File: src/rtl/serial_compare_sequencer.sv
// Sequencer that feeds a bit-serial magnitude comparator MSB-first from a
// parallel operand pair and returns its gt/lt/eq verdict on a valid/ready port.
module serial_compare_sequencer #(
  parameter int WIDTH = 4
) (
  input  logic             clk,
  input  logic             reset,
  input  logic             start_valid,
  output logic             start_ready,
  input  logic [WIDTH-1:0] a,
  input  logic [WIDTH-1:0] b,
  output logic             cmp_rst,
  output logic             cmp_x,
  output logic             cmp_y,
  input  logic             cmp_gt,
  input  logic             cmp_lt,
  output logic             res_valid,
  input  logic             res_ready,
  output logic             res_gt,
  output logic             res_lt,
  output logic             res_eq,
  output logic             busy,
  output logic             proto_err
);

  localparam int CW = (WIDTH > 1) ? $clog2(WIDTH) : 1;

  typedef enum logic [1:0] {
    IDLE  = 2'd0,
    CLEAR = 2'd1,
    SHIFT = 2'd2,
    DONE  = 2'd3
  } state_t;

  state_t          state;
  logic [WIDTH-1:0] sa;
  logic [WIDTH-1:0] sb;
  logic [CW-1:0]    cnt;

  // NOTE: all state uses non-blocking assignments so every register samples
  // the pre-edge values of the others; blocking here would chain updates.
  always_ff @(posedge clk or negedge reset) begin
    if (!reset) begin
      state     <= IDLE;
      sa        <= '0;
      sb        <= '0;
      cnt       <= '0;
      res_gt    <= 1'b0;
      res_lt    <= 1'b0;
      res_eq    <= 1'b0;
      proto_err <= 1'b0;
    end else begin
      case (state)
        IDLE: begin
          if (start_valid) begin
            sa    <= a;
            sb    <= b;
            cnt   <= CW'(WIDTH - 1);
            state <= CLEAR;
          end
        end

        CLEAR: state <= SHIFT;

        SHIFT: begin
          if (cnt != '0) begin
            sa  <= sa << 1;
            sb  <= sb << 1;
            cnt <= cnt - CW'(1);
          end else begin
            // The comparator is Mealy: its outputs already include the LSB now on x/y.
            if (cmp_gt && cmp_lt) begin
              proto_err <= 1'b1;
              res_gt    <= 1'b0;
              res_lt    <= 1'b0;
              res_eq    <= 1'b0;
            end else begin
              res_gt    <= cmp_gt;
              res_lt    <= cmp_lt;
              res_eq    <= ~cmp_gt & ~cmp_lt;
            end
            state <= DONE;
          end
        end

        DONE: begin
          if (res_ready) state <= IDLE;
        end

        default: state <= IDLE;
      endcase
    end
  end

  assign start_ready = (state == IDLE);
  assign cmp_rst     = (state == CLEAR);
  assign cmp_x       = (state == SHIFT) & sa[WIDTH-1];
  assign cmp_y       = (state == SHIFT) & sb[WIDTH-1];
  assign res_valid   = (state == DONE);
  assign busy        = (state != IDLE);

endmodule

File: config.mk
export PLATFORM = sky130hd
export DESIGN_NAME = serial_compare_sequencer
export DESIGN_NICKNAME = d
export VERILOG_FILES = /design/src/rtl/serial_compare_sequencer.sv
export SDC_FILE = /design/constraint.sdc
export NUM_CORES = 1
export LEC_CHECK = 0
export ABC_CLOCK_PERIOD_IN_PS = 2400
export BUFFER_PORTS_ARGS = -buffer_cell sky130_fd_sc_hd__buf_4
export CORE_MARGIN = 5
export CORE_UTILIZATION = 40
export DETAILED_ROUTE_END_ITERATION = 12
export HOLD_SLACK_MARGIN = 0.12
export PLACE_DENSITY = 0.69
export SYNTH_ARGS = -nofsm -noshare
export SYNTH_HDL_FRONTEND = slang
export SYNTH_SLANG_ARGS = --single-unit
File: constraint.sdc
create_clock -name clk -period 2.4 [get_ports clk]
set_clock_uncertainty 0.2 [all_clocks]
set_input_delay 0.24 -clock clk [delete_from_list [all_inputs] [get_ports clk]]
set_output_delay 0.24 -clock clk [all_outputs]
set_load 0.05 [all_outputs]
==> impl_metrics.json, run 1 <==
{
  "clk_pin_slew_ps": 90,
  "cts_root_buf": "clkbuf_4",
  "cap_violations": 0,
  "grt_max_degree": 17,
  "grt-busiest-layer": "met2",
  "synth_flop_cell": "dfrtp_1",
  "finalWorstPathRequiredPeriod_ps": 2230,
  "slew_headroom": 0.650,
  "ys.warnings.count": 0,
  "grt_overflow": 0,
  "dp.cells": 123,
  "r2r_slack_ps": 170,
  "synth_top_area_frac": 0.462,
  "end_kind": "flop",
  "first_iter_violations": 3,
  "async_flop_share": 1.00,
  "via_per_inst": 4.69,
  "fmax_ghz": 0.448,
  "cts_setup_buffers": 0,
  "rows": 16,
  "use_met3": 0.0390,
  "coreArea_mm2": 0.00202,
  "p_total_uw": 1670,
  "synth_commonest_cells": "16 x dfrtp_1, 15 x mux2_2, 9 x inv_1",
  "run_status": "finished clean",
  "p_leak_uw": 0.000601,
  "synth.most_common_cell": "dfrtp_1",
  "fillers": 176,
  "layout_worst_path_cycle_share": 0.930,
  "stdcell_count": 140,
  "cts_tree": "built",
  "crit_arrival_ps": 2250,
  "synth_cell_types": 17,
  "gp_congestion": 0.730,
  "finalSetupViolations": 0,
  "worst_slack_ps": 168,
  "cp.required_ps": 2420,
  "grt_usage": 0.127,
  "use_met2": 0.215,
  "irDropWorstVdd_uv": 763,
  "yosys.area.top_type": "dfrtp_1",
  "nNetsFinal": 136,
  "clock_path_buffers": 2,
  "avgSynthCellArea_um2": 11.9,
  "clk-insertion-delay-late_ps": 280,
  "syn_nets": 95,
  "detail-route-antenna-nets": 0,
  "drive_above_1_share": 0.425,
  "io_buffers": 23,
  "cts_buffers": 3,
  "synth-edff-count": 0,
  "ys_top_cells_by_area": "dfrtp_1 46%, mux2_2 19%, ha_1 12%",
  "vias": 656,
  "final-max-slew-violation-count": 0,
  "dpl.hpwl_um": 1290,
  "die_y_um": 56.6,
  "io_pins": 24,
  "worst-path-max-fanout": 11,
  "ys_seq_area_frac": 0.462,
  "wl_per_cell_um": 13.0,
  "antenna_found_initial": 0,
  "remaining_drc_errors": 0,
  "syn_to_final_growth_pct": 44.2,
  "ys_ff_latch": 16,
  "drtPass1Iterations": 2,
  "r2r-end": "res_eq",
  "place_ws_ps": 232,
  "globalRouteMet1Util": 0.139,
  "tns_ps": 0,
  "design_area_mm2": 0.00125,
  "crit_type": "flop to flop",
  "fp.dieW_um": 56.6,
  "reg2reg_from": "state[0]",
  "r2r_cells": 6,
  "start_kind": "flop",
  "hold_class": "input pin to async pin",
  "rsz0062_at_grt": "false",
  "placed_area_mm2": 0.00108,
  "start_util": 0.429,
  "synth_area_um2": 867,
  "hold_violations": 0,
  "grt_pass1_vias": 681,
  "grt_pass1_wl_um": 3150,
  "drt_wl_total_um": 1820,
  "worst_pin_slew_ps": 523,
  "synth_cells": 73,
  "numClockSinks": 16,
  "antennaDiodeCount": 0,
  "die_area_mm2": 0.00320,
  "ctsHtreeMaxLevel": 1,
  "p_per_area_mw_per_mm2": 1340
}
-- power breakdown --
group	leakage (uW)	total, uW	internal [uW]	switching [uW]
Combinational	0.000388	1030	444	587
Sequential	0.000192	464	393	71.4
Clock	0.0000210	179	92.3	86.2
Total	0.000601	1670	929	745
-- through the flow --
stage / hold WS [ps] / util
2_1_floorplan: -256 / -
3_3_place_gp: -92.4 / 0.532
3_5_place_dp: -85.5 / 0.532
4_1_cts: 130 / 0.614
5_1_grt: 137 / 0.618
6_report: 134 / 0.618
-- per-layer routing --
metal	vias up	routed length, um
li1	327	-
met1	314	724
met2	11	964
met3	4	95
met4	0	33
met5	-	0
-- final cells by class --
class | count | area, um2 | area share
clock buffers | 4 | 36.3 | 0.0290
inverters | 9 | 33.8 | 0.0270
multi-input cells | 47 | 435 | 0.348
flip-flops and latches | 16 | 400 | 0.320
well taps | 27 | 33.8 | 0.0270
repair buffers | 37 | 310 | 0.248
-- worst max path at each step --
stage	startpoint	endpoint	slack, ps	cells past startpoint
3_5_place_dp	state[0]	cnt[1]	230	5
4_1_cts	state[0]	res_eq	130	6
3_3_place_gp	state[0]	sb[1]	290	5
5_1_grt	state[0]	res_eq	30	6
2_1_floorplan	state[0]	cnt[0]	120	5
6_report	state[0]	res_eq	170	6
-- logic make-up (layout without fill, tap and decap cells) --
family | Yosys count | in the layout | share of synthesized area
flops | 16 | 16 | 0.462
fa+ha+maj | 8 | 8 | 0.115
buf+inv | 10 | 50 | 0.0447
compound gates | 8 | 8 | 0.0765
mux | 16 | 16 | 0.206
simple gates | 15 | 15 | 0.0952
-- cells in the final DEF, fill, tap and decap left out, types with 3 or more instances in the layout --
cell type,n
inv_1,8
buf_4,24
dlygate4sd3_1,13
o21ai_0,4
clkbuf_4,3
mux2_2,15
dfrtp_1,16
nand2_1,6
ha_1,7
-- state kept, by name, summed over array words and instances (netlist names) --
register and flops:
sa 4, sb 4, cnt 2, state 2
proto_err 1, res_eq 1, res_gt 1, res_lt 1
-- critical path: stages, from the launching register on --
cell,delay (ps)
dfrtp_1,420
inv_2,120
ha_2,240
buf_4,200
nand2_1,140
o31ai_2,230
dlygate4sd3_1,610
-- timing repair --
action	4_1_cts	5_1_grt
hold buffers	13	0
endpoints found under the hold margin	27	0
endpoints found under the setup margin	0	1
resized for setup	0	3
(Power assumes the default switching activity.)
==> run 2, diff against run 1 <==
--- a/config.mk
+++ b/config.mk
@@ -8,10 +8,10 @@
 export ABC_CLOCK_PERIOD_IN_PS = 2400
 export BUFFER_PORTS_ARGS = -buffer_cell sky130_fd_sc_hd__buf_4
 export CORE_MARGIN = 5
-export CORE_UTILIZATION = 40
+export CORE_UTILIZATION = 35
 export DETAILED_ROUTE_END_ITERATION = 12
 export HOLD_SLACK_MARGIN = 0.12
-export PLACE_DENSITY = 0.69
+export PLACE_DENSITY = 0.62
 export SYNTH_ARGS = -nofsm -noshare
 export SYNTH_HDL_FRONTEND = slang
 export SYNTH_SLANG_ARGS = --single-unit
==> run 2 against run 1 <==
  * Cell count grew 1.4%
  * Sequential power decreased by 1%
  * Combinational power about the same
  * Design area shrank 1.4%
  * Non-clock buffer count is the same
  * Critical path type unchanged
  * Critical endpoint is now sb[0]
  * Largest cell class unchanged
==> impl_metrics.json, run 2 (synthesized netlist as in run 1, its figures left out) <==
{
  "start_util": 0.356,
  "ctsHtreeMaxLevel": 1,
  "first_iter_violations": 15,
  "cts_buffers": 3,
  "crit_arrival_ps": 2180,
  "use_met3": 0.0130,
  "hold-path-cell-count": 3,
  "cts_tree": "built",
  "gp_congestion": 0.691,
  "vias": 663,
  "r2r-end": "sb[0]",
  "die_y_um": 59.8,
  "antennaDiodeCount": 0,
  "fp.dieW_um": 59.8,
  "numClockSinks": 16,
  "tns_ps": 0,
  "end_kind": "flop",
  "p_leak_uw": 0.000595,
  "drtPass1Iterations": 4,
  "detail-route-antenna-nets": 0,
  "nNetsFinal": 136,
  "fmax_ghz": 0.448,
  "mostFrequentLayoutCells": "24 x buf_4, 16 x dfrtp_1, 15 x mux2_2, 13 x dlygate4sd3_1, 9 x inv_1",
  "finalWorstPathRequiredPeriod_ps": 2230,
  "clock_path_buffers": 2,
  "cp.required_ps": 2350,
  "run_status": "finished clean",
  "grt_max_degree": 17,
  "dpl.hpwl_um": 1250,
  "start_kind": "flop",
  "cts_setup_buffers": 0,
  "reg_top3": "sa: 4 flops, sb: 4 flops",
  "cts_hold_buf": 13,
  "irDropWorstVdd_uv": 720,
  "whs_endpoint": "sb[1]",
  "p_per_area_mw_per_mm2": 1310,
  "hold_violations": 0,
  "io_pins": 24,
  "r2r_cells": 6,
  "clk-insertion-delay-late_ps": 280,
  "final-max-slew-violation-count": 0,
  "grt_usage": 0.120,
  "cts_root_buf": "clkbuf_4",
  "rsz0062_at_grt": "false",
  "worst_pin_slew_ps": 519,
  "drive_above_1_share": 0.393,
  "syn_to_final_growth_pct": 42.1,
  "fillers": 226,
  "hold_class": "input pin to flop",
  "grt_pass1_vias": 690,
  "rows": 18,
  "via_per_inst": 4.67,
  "reg2reg_from": "state[0]",
  "cp-startpoint": "state[0]",
  "antenna_found_initial": 0,
  "grt_overflow": 0,
  "multiInputGateArea_um2": 428,
  "grt-busiest-layer": "met2",
  "seqCellArea_um2": 400,
  "cts_resized": 0,
  "slew_headroom": 0.653,
  "finalSetupViolations": 0,
  "grt_pass1_wl_um": 3190,
  "p_total_uw": 1620,
  "worst-path-max-fanout": 8,
  "wl_per_cell_um": 12.8,
  "globalRouteMet1Util": 0.144,
  "use_met2": 0.207,
  "remaining_drc_errors": 0,
  "layout_worst_path_cycle_share": 0.930,
  "die_area_mm2": 0.00357,
  "coreArea_mm2": 0.00243,
  "drt_wl_total_um": 1820,
  "min_from": "b[1]",
  "r2r_slack_ps": 170,
  "clk_pin_slew_ps": 100,
  "crit_type": "flop to flop",
  "io_buffers": 23,
  "final_common_cell": "buf_4",
  "cap_violations": 0
}
## run 2: cell count changes in the layout (fill, tap and decap cells not counted)
cell	previous run	this run
o31ai_1	0	1
ha_2	1	0
inv_2	1	0
ha_1	7	8
inv_1	8	9
o31ai_2	1	0
clkbuf_8	1	0
## run 2: power breakdown
group          internal (uW)  total, uW  switching [uW]
combinational            439       1020             580
clock                   58.2        142            84.2
sequential               393        458            65.2
## run 2: how the worst max path moves through the flow
stage                        end  slack [ps]  cells after the start
after floorplan           cnt[0]         120                      5
after global placement     sb[1]         250                      5
after detailed placement   sb[1]         220                      5
after CTS                  sb[1]         180                      5
after global routing       sb[0]          40                      6
final                      sb[0]         170                      6
## run 2: final cells by class
class,count,area share
Inverter,9,0.0274
Sequential cell,16,0.325
Multi-Input combinational cell,47,0.347
Clock buffer,3,0.0183
Tap cell,30,0.0305
Timing Repair Buffer,37,0.252
## run 2: worst max-delay path, stage by stage, from the launching register on
cell,delay [ps]
dfrtp_1,410
inv_1,140
ha_1,350
buf_4,230
nand4b_1,130
dlygate4sd3_1,560
o21ai_0,80
## run 2: per-stage QoR
stage	hold WS (ps)	area, um2	cells	setup slack (ps)	util
6_report	125	1230	142	169	0.507
2_1_floorplan	-256	867	73	122	-
3_5_place_dp	-84.2	1080	126	216	0.444
3_3_place_gp	-85.6	1080	126	252	0.444
5_1_grt	136	1230	142	42.0	0.507
4_1_cts	124	1230	142	184	0.507
## run 2: metal layers
layer / vias to the layer above / share of wire
met5: - / 0
met4: 0 / 0.014
met3: 2 / 0.047
met2: 16 / 0.53
met1: 318 / 0.40
li1: 327 / -
